`src/rtl/pc_unit_if.sv`:
```
// Fetch-side bundle for pc_unit: the instruction/condition inputs and the PC and
// return-stack status outputs.
interface pc_unit_if #(
   parameter int unsigned DEPTH = 8
);
   localparam int unsigned SpW = $clog2(DEPTH) + 1;

   logic            stall;
   logic [15:0]     instr;
   logic            branch_taken;
   logic [15:0]     pc;
   logic [SpW-1:0]  sp;
   logic            stack_empty;
   logic            stack_full;
   logic            stack_ovf;
   logic            stack_udf;

   // Driver of instructions (fetch/decode side)
   modport master (
      output stall, instr, branch_taken,
      input  pc, sp, stack_empty, stack_full, stack_ovf, stack_udf
   );

   // The PC sequencer itself
   modport slave (
      input  stall, instr, branch_taken,
      output pc, sp, stack_empty, stack_full, stack_ovf, stack_udf
   );
endinterface

```
`src/rtl/pc_unit.sv`:
```
// Program counter and control-flow sequencer: sequential fetch, conditional
// branch, CALL/RET through a hardware return-address stack with sticky
// overflow/underflow flags.
module pc_unit #(
   parameter int unsigned DEPTH    = 8,
   parameter logic [15:0] RESET_PC = 16'h0000
) (
   input logic      clk,
   input logic      rst,
   pc_unit_if.slave bus_io
);
   localparam int unsigned    AW  = $clog2(DEPTH);
   localparam int unsigned    SpW = AW + 1;
   localparam logic [SpW-1:0] DepthSp = SpW'(DEPTH);

   // Opcode values matching the B, CALL and RET definitions in opcode.h
   localparam logic [3:0] OpB    = 4'hC;
   localparam logic [3:0] OpCall = 4'hD;
   localparam logic [3:0] OpRet  = 4'hE;

   logic [15:0]    pc_q, pc_d;
   logic [SpW-1:0] sp_q, sp_d;
   logic           ovf_q, ovf_d;
   logic           udf_q, udf_d;
   logic [15:0]    stack_q [DEPTH];

   logic [15:0]    seq;
   logic [SpW-1:0] sp_dec;
   logic [AW-1:0]  push_idx;
   logic [AW-1:0]  pop_idx;
   logic           push_en;
   logic           is_empty;
   logic           is_full;

   assign seq      = pc_q + 16'd1;
   assign sp_dec   = sp_q - 1'b1;
   // Push only happens when sp < DEPTH, so the low bits index the slot exactly
   assign push_idx = sp_q[AW-1:0];
   assign pop_idx  = sp_dec[AW-1:0];
   assign is_empty = (sp_q == '0);
   assign is_full  = (sp_q == DepthSp);

   // Next-state: decode the current instruction into a new PC and stack action
   always_comb begin
      pc_d    = seq;
      sp_d    = sp_q;
      ovf_d   = ovf_q;
      udf_d   = udf_q;
      push_en = 1'b0;
      if (bus_io.stall) begin
         pc_d = pc_q;
      end else begin
         case (bus_io.instr[15:12])
            OpB: begin
               if (bus_io.branch_taken) begin
                  pc_d = seq + {{8{bus_io.instr[7]}}, bus_io.instr[7:0]};
               end
            end
            OpCall: begin
               if (is_full) begin
                  ovf_d = 1'b1;
               end else begin
                  push_en = 1'b1;
                  sp_d    = sp_q + 1'b1;
                  pc_d    = seq + {{4{bus_io.instr[11]}}, bus_io.instr[11:0]};
               end
            end
            OpRet: begin
               if (is_empty) begin
                  udf_d = 1'b1;
               end else begin
                  pc_d = stack_q[pop_idx];
                  sp_d = sp_dec;
               end
            end
            default: pc_d = seq;
         endcase
      end
   end

   // Control state with asynchronous reset
   always_ff @(posedge clk or posedge rst) begin
      if (rst) begin
         pc_q  <= RESET_PC;
         sp_q  <= '0;
         ovf_q <= 1'b0;
         udf_q <= 1'b0;
      end else begin
         pc_q  <= pc_d;
         sp_q  <= sp_d;
         ovf_q <= ovf_d;
         udf_q <= udf_d;
      end
   end

   // Return-address storage; contents are don't-care after reset
   always_ff @(posedge clk) begin
      if (push_en) begin
         stack_q[push_idx] <= seq;
      end
   end

   assign bus_io.pc          = pc_q;
   assign bus_io.sp          = sp_q;
   assign bus_io.stack_empty = is_empty;
   assign bus_io.stack_full  = is_full;
   assign bus_io.stack_ovf   = ovf_q;
   assign bus_io.stack_udf   = udf_q;
endmodule

```
`src/flat_wrapper.sv`:
```
// flat-port wrapper written by rule: the top's interface ports become plain ports
module pc_unit_flat 
#(
   parameter int unsigned DEPTH    = 8,
   parameter logic [15:0] RESET_PC = 16'h0000
)
  (clk, rst, bus_io_stall, bus_io_instr, bus_io_branch_taken, bus_io_pc, bus_io_sp, bus_io_stack_empty, bus_io_stack_full, bus_io_stack_ovf, bus_io_stack_udf);
  pc_unit_if #(.DEPTH(DEPTH)) bus_io_i ();
  input logic clk;
  input logic rst;
  input wire logic [$bits(bus_io_i.stall)-1:0] bus_io_stall;
  input wire logic [$bits(bus_io_i.instr)-1:0] bus_io_instr;
  input wire logic [$bits(bus_io_i.branch_taken)-1:0] bus_io_branch_taken;
  output wire logic [$bits(bus_io_i.pc)-1:0] bus_io_pc;
  output wire logic [$bits(bus_io_i.sp)-1:0] bus_io_sp;
  output wire logic [$bits(bus_io_i.stack_empty)-1:0] bus_io_stack_empty;
  output wire logic [$bits(bus_io_i.stack_full)-1:0] bus_io_stack_full;
  output wire logic [$bits(bus_io_i.stack_ovf)-1:0] bus_io_stack_ovf;
  output wire logic [$bits(bus_io_i.stack_udf)-1:0] bus_io_stack_udf;
  assign bus_io_i.stall = bus_io_stall;
  assign bus_io_i.instr = bus_io_instr;
  assign bus_io_i.branch_taken = bus_io_branch_taken;
  assign bus_io_pc = bus_io_i.pc;
  assign bus_io_sp = bus_io_i.sp;
  assign bus_io_stack_empty = bus_io_i.stack_empty;
  assign bus_io_stack_full = bus_io_i.stack_full;
  assign bus_io_stack_ovf = bus_io_i.stack_ovf;
  assign bus_io_stack_udf = bus_io_i.stack_udf;
  pc_unit #(.DEPTH(DEPTH), .RESET_PC(RESET_PC)) u_core (.clk(clk), .rst(rst), .bus_io(bus_io_i));
endmodule
```
`config.mk`:
```
export PLATFORM = sky130hd
export DESIGN_NAME = pc_unit_flat
export DESIGN_NICKNAME = d
export VERILOG_FILES = /design/src/rtl/pc_unit_if.sv /design/src/rtl/pc_unit.sv /design/src/flat_wrapper.sv
export SDC_FILE = /design/constraint.sdc
export NUM_CORES = 1
export LEC_CHECK = 0
export CORE_MARGIN = 8
export CORE_UTILIZATION = 60
export CTS_CLUSTER_DIAMETER = 30
export DETAILED_ROUTE_END_ITERATION = 8
export PLACE_DENSITY = 0.8
export SYNTH_ARGS = -nofsm -noshare
export SYNTH_HDL_FRONTEND = slang
export SYNTH_SLANG_ARGS = --single-unit
```
`constraint.sdc`:
```
create_clock -name clk -period 5.86 [get_ports clk]
set_input_delay 0.586 -clock clk [delete_from_list [all_inputs] [get_ports clk]]
set_output_delay 0.586 -clock clk [all_outputs]
set_load 0.02 [all_outputs]
```
==> key figures, run 1 <==
Global routing
  • First-pass GRT wire length: 30.2 mm
  • Largest net degree at the start of global routing: 41
  • Number of global-route vias before repair: 5285
  • All-Layer GR Usage: 24.2%
  • Antenna violations before repair: 0
  • Total gr overflow: 0

Worst setup path
  • CP Capture Type: register
  • Crit-path cells: and2_4 -> nand4_2 -> nor2_1 -> nand3_1 -> xnor2_1 -> ha_1 -> and3_2 -> a2111oi_0 -> o21bai_1 -> nor3_1 -> o31a_1 -> o2111ai_1 -> o21ai_1
  • Worst path max stage delay: 790 ps
  • Delay-heaviest family, CP: compound AO/OA/AOI/OAI gates
  • Slowest-stage cell, CP: xnor2_1
  • Worst Path Buf+Inv: 0
  • Worst Setup Start Kind: register
  • Worst reg2reg path depth: 13
  • WS Path Type: reg -> reg
  • R2R Path Start: u_core.bus_io.pc[2]$_DFFE_PP0N_
  • Crit Path Max Fanout: 11
  • R2r setup slk: 1790 ps
  • Capturing point of the worst reg2reg path: u_core.bus_io.pc[15]$_DFFE_PP0N_
  • CP required: 6160 ps
  • Worst Path Arrival: 4380 ps

Clocking
  • Clk_lat worst skew: 420 ps
  • Inserted Clock Buffers: 17
  • Worst-path clk slew: 70 ps
  • CTS tree: built
  • CTS H-tree depth: 4
  • Post_cts resized: 0
  • Setup Buffers After CTS: 0
  • Bufs on Longest Clock Path: 2
  • # clock sinks: 150
  • Hold buffers post-CTS: 0
  • Clock Tree Root: clkbuf_16

Power and ir drop
  • Switching power: 1860 uW
  • P_leak: 0.00323 uW
  • PD cells: 536 mW/mm^2
  • Logic gate share of total power: 45.7%
  • Worst vdd ir: 0.000387 V
  • Power share of the clock group: 23.1%
  • Switching Fraction: 38.3%
  • Pint: 3010 uW
  • Flop pwr share: 31.2%

Routing
  • Vias per cell: 6.59
  • Drc violations: 0
  • Drt initial violations: 563
  • Total Wirelength: 19.4 mm
  • 1st-pass router iterations: 5
  • DR WL/cell: 24.3 um
  • Vias: 5269
  • Routed Antenna Nets: 0

STA
  • Pins over their slew limit: 0
  • Tcrit/Tclk final: 69.5%
  • Final WS setup: 1790 ps
  • Final Hold Fails: 0
  • RSZ-0062 raised after global routing: no
  • # setup viols final: 0
  • Final Critical Period: 4070 ps
  • Setup Skew: 12.9 ps
  • TNS Setup: 0 ps
  • F_max: 0.245 GHz
  • Rel. slew slack: 18.9%
  • Worst-margin pin slew: 1210 ps

Floorplan
  • Die Height: 130 um
  • Initial Utilization: 61.9%
  • Core footprint: 0.0127 mm^2
  • Die Wd: 130 um
  • Die ar.: 0.0170 mm^2
  • Row cnt: 41
  • Ports: 44

Cells and area
  • Sequential cell area: 0.00440 mm^2
  • Multi-input logic area: 0.00328 mm^2
  • Layout cell share with drive strength beyond 1: 19.0%
  • Net count, final: 662
  • Fillers: 809
  • Antenna Cells: 0
  • Synth-to-Final Area Change: 16.0%

Synthesis
  • Count leader, synth: edfxtp_1
  • Sequential share of the synthesized area: 56.1%
  • Post-synthesis register bit count: 150
  • Synth Net Count: 611
  • Ys Warns: 0
  • Top FF cell, synth: edfxtp_1
  • Synth top area cells: edfxtp_1 49%, mux4_2 9.2%, dfrtp_1 7.0%, ha_1 4.3%, xnor2_1 2.1%
  • Commonest cells in the netlist: 128 x edfxtp_1, 41 x nand2_1, 32 x mux4_2
  • Synth top area share: 49.0%
  • Mean cell area of the mapped netlist: 13.9 um^2
  • Mapped Cells: 563
  • Async SR Flop Fraction: 14.7%
  • Synth cell types: 92
  • Most area-hungry cell type in the Yosys netlist: edfxtp_1
  • Cell Area, Synth: 0.00784 mm^2
  • Number of synthesized flops with an enable pin: 128

Min path
  • Hold path cells: 1
  • Min-delay src: u_core.bus_io.stack_udf$_DFFE_PP0P_
  • WHS Endpoint: u_core.bus_io.stack_udf$_DFFE_PP0P_
  • HP Class: reg -> reg

Placed design
  • Port bufs: 43
  • Placer Congestion: 0.961
  • HPWL after DPL: 12.8 mm
  • Pre-CTS setup slack: 1900 ps

Outcome
  • Status: complete, no violations

Job
  • Max-Cap Viols: 0
## worst max-delay path by stage
stage	from	to	cells past startpoint
after floorplan	u_core.bus_io.sp[0]$_DFFE_PP0P_	u_core.stack_q[0][0]$_DFFE_PP_	8
after CTS	u_core.bus_io.pc[1]$_DFFE_PP0N_	u_core.bus_io.pc[15]$_DFFE_PP0N_	13
final	u_core.bus_io.pc[2]$_DFFE_PP0N_	u_core.bus_io.pc[15]$_DFFE_PP0N_	13
after global routing	u_core.bus_io.pc[1]$_DFFE_PP0N_	u_core.bus_io.pc[15]$_DFFE_PP0N_	13
after detailed placement	u_core.bus_io.pc[1]$_DFFE_PP0N_	u_core.bus_io.pc[15]$_DFFE_PP0N_	13
after global placement	u_core.bus_io.pc[1]$_DFFE_PP0N_	u_core.bus_io.pc[15]$_DFFE_PP0N_	13
## cells in the final DEF (no fill, tap or decap), types with 4 or more instances in the layout
cell,n
a211oi_1,10
a21o_1,8
a21oi_1,28
and3_1,6
buf_4,9
clkbuf_16,17
clkdlybuf4s50_1,43
dfrtp_1,21
edfxtp_1,128
ha_1,27
inv_1,21
mux2i_1,9
mux4_2,32
nand2_1,41
nand3_1,13
nand4_1,4
nor2_1,24
nor2b_1,4
nor3_1,12
o21a_1,4
o21ai_0,12
o21ai_1,5
o22ai_1,5
or3_1,4
xnor2_1,19
xor2_1,12
## per-layer routing
metal  up-vias  track usage [%]  wire [um]
li1       2331                -          -
met1      2641             32.2       8050
met2       250             38.5       9390
met3        47             4.90       1450
met4         0             9.29        518
met5         -                0          0
## final cells by class
class,count,area share [%]
Tap cell,172,2.37
Inverter,23,0.949
Timing Repair Buffer,52,5.48
Multi-Input combinational cell,370,36.1
Clock inverter,11,1.64
Clock buffer,21,5.17
Sequential cell,150,48.3
## state kept, by name, indices dropped and copies added (netlist names)
signal	cells
u_core.bus_io.stack_udf	1
u_core.bus_io.pc	16
u_core.bus_io.stack_ovf	1
u_core.stack_q	128
u_core.bus_io.sp	4
## power by group through the flow
stage | combinational (uW) | sequential (uW) | clock (uW)
after global placement | 2140 | 1530 | 0
after CTS | 2220 | 1520 | 1120
final | 2230 | 1520 | 1130
after detailed placement | 2190 | 1540 | 0
after floorplan | 1510 | 1570 | 0
after global routing | 2390 | 1530 | 1170
## worst reg2reg max path: cells and delay by family, from the launching register on
family / cells / cell delay [ps]
compound gates: 5 / 1200
xor+xnor: 1 / 790
simple gates: 6 / 1080
flops: 1 / 450
fa+ha+maj: 1 / 440
## stage by stage
| step | cell area, um^2 | total power [uW] | std cells | hold WS, ps | util, % |
|---|---|---|---|---|---|
| final | 9090 | 4870 | 799 | 458 | 71.8 |
| after global routing | 9090 | 5090 | 799 | 488 | 71.8 |
| after CTS | 9090 | 4860 | 799 | 461 | 71.8 |
| after detailed placement | 8470 | 3720 | 767 | 447 | 66.9 |
| after global placement | 8470 | 3660 | 767 | 440 | 66.9 |
| after floorplan | 7840 | 3090 | 563 | 565 | - |
## kinds of logic after synthesis
logic type               share of synthesized area (%)
flip-flops                                        56.1
AND/OR/NAND/NOR                                   10.7
AO/OA/AOI/OAI                                     11.3
multiplexers                                      11.0
buffers and inverters                             2.70
XOR/XNOR                                          3.67
adder cells (fa/ha/maj)                           4.57
Power figures use the tool's default switching activity.
==> run 2, diff against run 1 <==
==> constraint.sdc (replaced) <==
create_clock -name clk -period 4 [get_ports clk]
set_input_delay 0.4 -clock clk [delete_from_list [all_inputs] [get_ports clk]]
set_output_delay 0.4 -clock clk [all_outputs]
set_load 0.02 [all_outputs]
==> run 2 against run 1 <==
Compared with the run above: sequential share of layout area down 0.62 points; via count grew 0.61%; combinational power up 52%; critical endpoint unchanged; largest power group unchanged.
==> key figures, run 2 (synthesized netlist as in run 1, its figures left out) <==
Floorplan
  • Ports: 44 (unchanged)
  • Core footprint: 0.0127 mm^2 (unchanged)
  • Die ar.: 0.0170 mm^2 (unchanged)
  • Initial Utilization: 61.9% (unchanged)
  • Die Wd: 130 um (unchanged)
  • Row cnt: 41 (unchanged)
  • Die Height: 130 um (unchanged)

Routing
  • Vias: 5301 (+0.61%)
  • Drc violations: 0 (unchanged)
  • Drt initial violations: 631 (+12%)
  • Total Wirelength: 19.5 mm (+0.65%)
  • 1st-pass router iterations: 6 (+1)
  • Vias per cell: 6.48 (-1.7%)
  • Routed Antenna Nets: 0 (unchanged)
  • DR WL/cell: 23.9 um (-1.7%)

STA
  • Final Critical Period: 3710 ps (-367 ps)
  • Worst-margin pin slew: 940 ps (-268 ps)
  • F_max: 0.270 GHz (+9.9%)
  • RSZ-0062 raised after global routing: no
  • Tcrit/Tclk final: 92.7% (+23 points)
  • Pins over their slew limit: 0 (unchanged)
  • Final Hold Fails: 0 (unchanged)
  • TNS Setup: 0 ps (unchanged)
  • Setup Skew: 8.18 ps (-4.67 ps)
  • Rel. slew slack: 37.3% (+18 points)
  • # setup viols final: 0 (unchanged)

Global routing
  • All-Layer GR Usage: 24.6% (+0.38 points)
  • Total gr overflow: 0 (unchanged)
  • Antenna violations before repair: 0 (unchanged)
  • Number of global-route vias before repair: 5359 (+1.4%)
  • First-pass GRT wire length: 30.4 mm (+0.60%)
  • Largest net degree at the start of global routing: 41 (unchanged)

Clocking
  • Clock Tree Root: clkbuf_16
  • Setup Buffers After CTS: 0 (unchanged)
  • CTS H-tree depth: 4 (unchanged)
  • CTS tree: built
  • Bufs on Longest Clock Path: 2 (unchanged)
  • Worst-path clk slew: 70 ps (about the same)
  • Inserted Clock Buffers: 17 (unchanged)
  • # clock sinks: 150 (unchanged)
  • Clk_lat worst skew: 420 ps (about the same)

Worst setup path
  • CP Capture Type: register
  • Crit Path Max Fanout: 6 (-5)
  • Worst Path Arrival: 4010 ps (-370 ps)
  • Delay-heaviest family, CP: compound AO/OA/AOI/OAI gates
  • Capturing point of the worst reg2reg path: u_core.bus_io.pc[15]$_DFFE_PP0N_
  • Worst reg2reg path depth: 13 (unchanged)
  • R2r setup slk: 290 ps (-1490 ps)
  • WS Path Type: reg -> reg
  • Worst path max stage delay: 430 ps (-360 ps)
  • R2R Path Start: u_core.bus_io.pc[0]$_DFFE_PP0N_
  • Crit-path cells: ha_1 -> and3_1 -> and4_1 -> nand2_1 -> xnor2_1 -> ha_1 -> a21o_1 -> a2111o_1 -> a311oi_2 -> nor3_1 -> o31a_1 -> o2111ai_1 -> o21ai_1
  • Slowest-stage cell, CP: a2111o_1
  • CP required: 4300 ps (-1860 ps)
  • Most used cell, CP: ha_1
  • Worst Setup Start Kind: register
  • Worst Path Buf+Inv: 0 (unchanged)

Power and ir drop
  • Worst vdd ir: 0.000518 V (+34%)
  • Switching Fraction: 38.8% (+0.55 points)
  • P_leak: 0.00330 uW (+2.4%)
  • Power share of the clock group: 22.4% (-0.7 points)
  • Switching power: 2800 uW (+50%)
  • Total power: 7200 uW (+48%)
  • Pint: 4410 uW (+47%)
  • Logic gate share of total power: 46.9% (+1.2 points)
  • PD cells: 782 mW/mm^2 (+46%)
  • Flop pwr share: 30.7% (-0.5 points)

Min path
  • Min-delay src: u_core.bus_io.stack_udf$_DFFE_PP0P_
  • WHS Endpoint: u_core.bus_io.stack_udf$_DFFE_PP0P_
  • HP Class: reg -> reg
  • Hold path cells: 1 (unchanged)

Cells and area
  • Largest register FFs: 128 (unchanged)
  • Net count, final: 681 (+2.9%)
  • Layout cell share with drive strength beyond 1: 21.7% (+2.7 points)
  • Sequential cell area: 0.00440 mm^2 (unchanged)
  • Multi-input logic area: 0.00327 mm^2 (-0.34%)
  • Top reg by flops: u_core.stack_q
  • Fillers: 835 (+3.2%)
  • Most frequent cells in the layout: 128 x edfxtp_1, 43 x clkdlybuf4s50_1, 41 x nand2_1
  • Antenna Cells: 0 (unchanged)
  • Synth-to-Final Area Change: 17.5%
  • Commonest non-fill, non-tap cell in the layout: edfxtp_1

Placed design
  • Placer Congestion: 0.905 (-5.9%)
  • Port bufs: 43 (unchanged)
  • HPWL after DPL: 13.7 mm (+7.1%)

Outcome
  • Status: complete, no violations

Job
  • Max-Cap Viols: 0 (unchanged)
run 2: changes by cell type in the layout (fill, tap and decap cells not counted), sizes merged:
cell	previous run	this run
bufinv	3	2
clkinv	6	4
clkinvlp	3	2
buf	9	28
inv	22	30
clkbuf	21	17
run 2: layer usage:
| metal | GRT usage, % | wire length [um] |
|---|---|---|
| met5 | 0 | 0 |
| met4 | 7.86 | 319 |
| met3 | 5.39 | 1530 |
| met2 | 40.8 | 9660 |
| met1 | 31.6 | 8020 |
run 2: power groups by stage:
stage	Sequential (uW)	Combinational [uW]	Clock [uW]
global route	2220	3630	1690
CTS	2200	3380	1630
floorplan	2300	2220	0
global placement	2220	3260	0
detailed placement	2230	3340	0
finish	2210	3380	1610
run 2: area by class of cell:
type | count | share of cell area [%]
clock buffer | 17 | 4.62
clock inverter | 15 | 1.83
inverter | 23 | 0.937
multi-input combinational | 370 | 35.5
sequential | 150 | 47.7
tap | 172 | 2.34
timing repair buffer | 71 | 7.09
run 2: how the worst max path moves through the flow:
stage	startpoint	endpoint	slack, ps	cells past startpoint
2_1_floorplan	u_core.bus_io.sp[0]$_DFFE_PP0P_	u_core.stack_q[0][0]$_DFFE_PP_	30	8
3_3_place_gp	u_core.bus_io.pc[7]$_DFFE_PP0N_	u_core.bus_io.pc[15]$_DFFE_PP0N_	350	12
3_5_place_dp	u_core.bus_io.pc[7]$_DFFE_PP0N_	u_core.bus_io.pc[15]$_DFFE_PP0N_	260	12
4_1_cts	u_core.bus_io.pc[7]$_DFFE_PP0N_	u_core.bus_io.pc[15]$_DFFE_PP0N_	250	12
5_1_grt	u_core.bus_io.pc[0]$_DFFE_PP0N_	u_core.bus_io.pc[15]$_DFFE_PP0N_	50	13
6_report	u_core.bus_io.pc[0]$_DFFE_PP0N_	u_core.bus_io.pc[15]$_DFFE_PP0N_	290	13
run 2: what timing repair did:
item / CTS / global route
hold buffers: 0 / 0
resized for setup: 0 / 1
setup endpoints to repair: 0 / 1
run 2: per-stage QoR:
stage	std cells	worst slack, ps	hold slack [ps]	cell area [um^2]	utilization, %
after global placement	786	346	442	8610	68.0
after global routing	818	52.4	501	9210	72.7
after detailed placement	786	258	452	8610	68.0
after floorplan	563	30.7	389	7840	-
after CTS	818	252	468	9210	72.6
final	818	292	461	9210	72.7
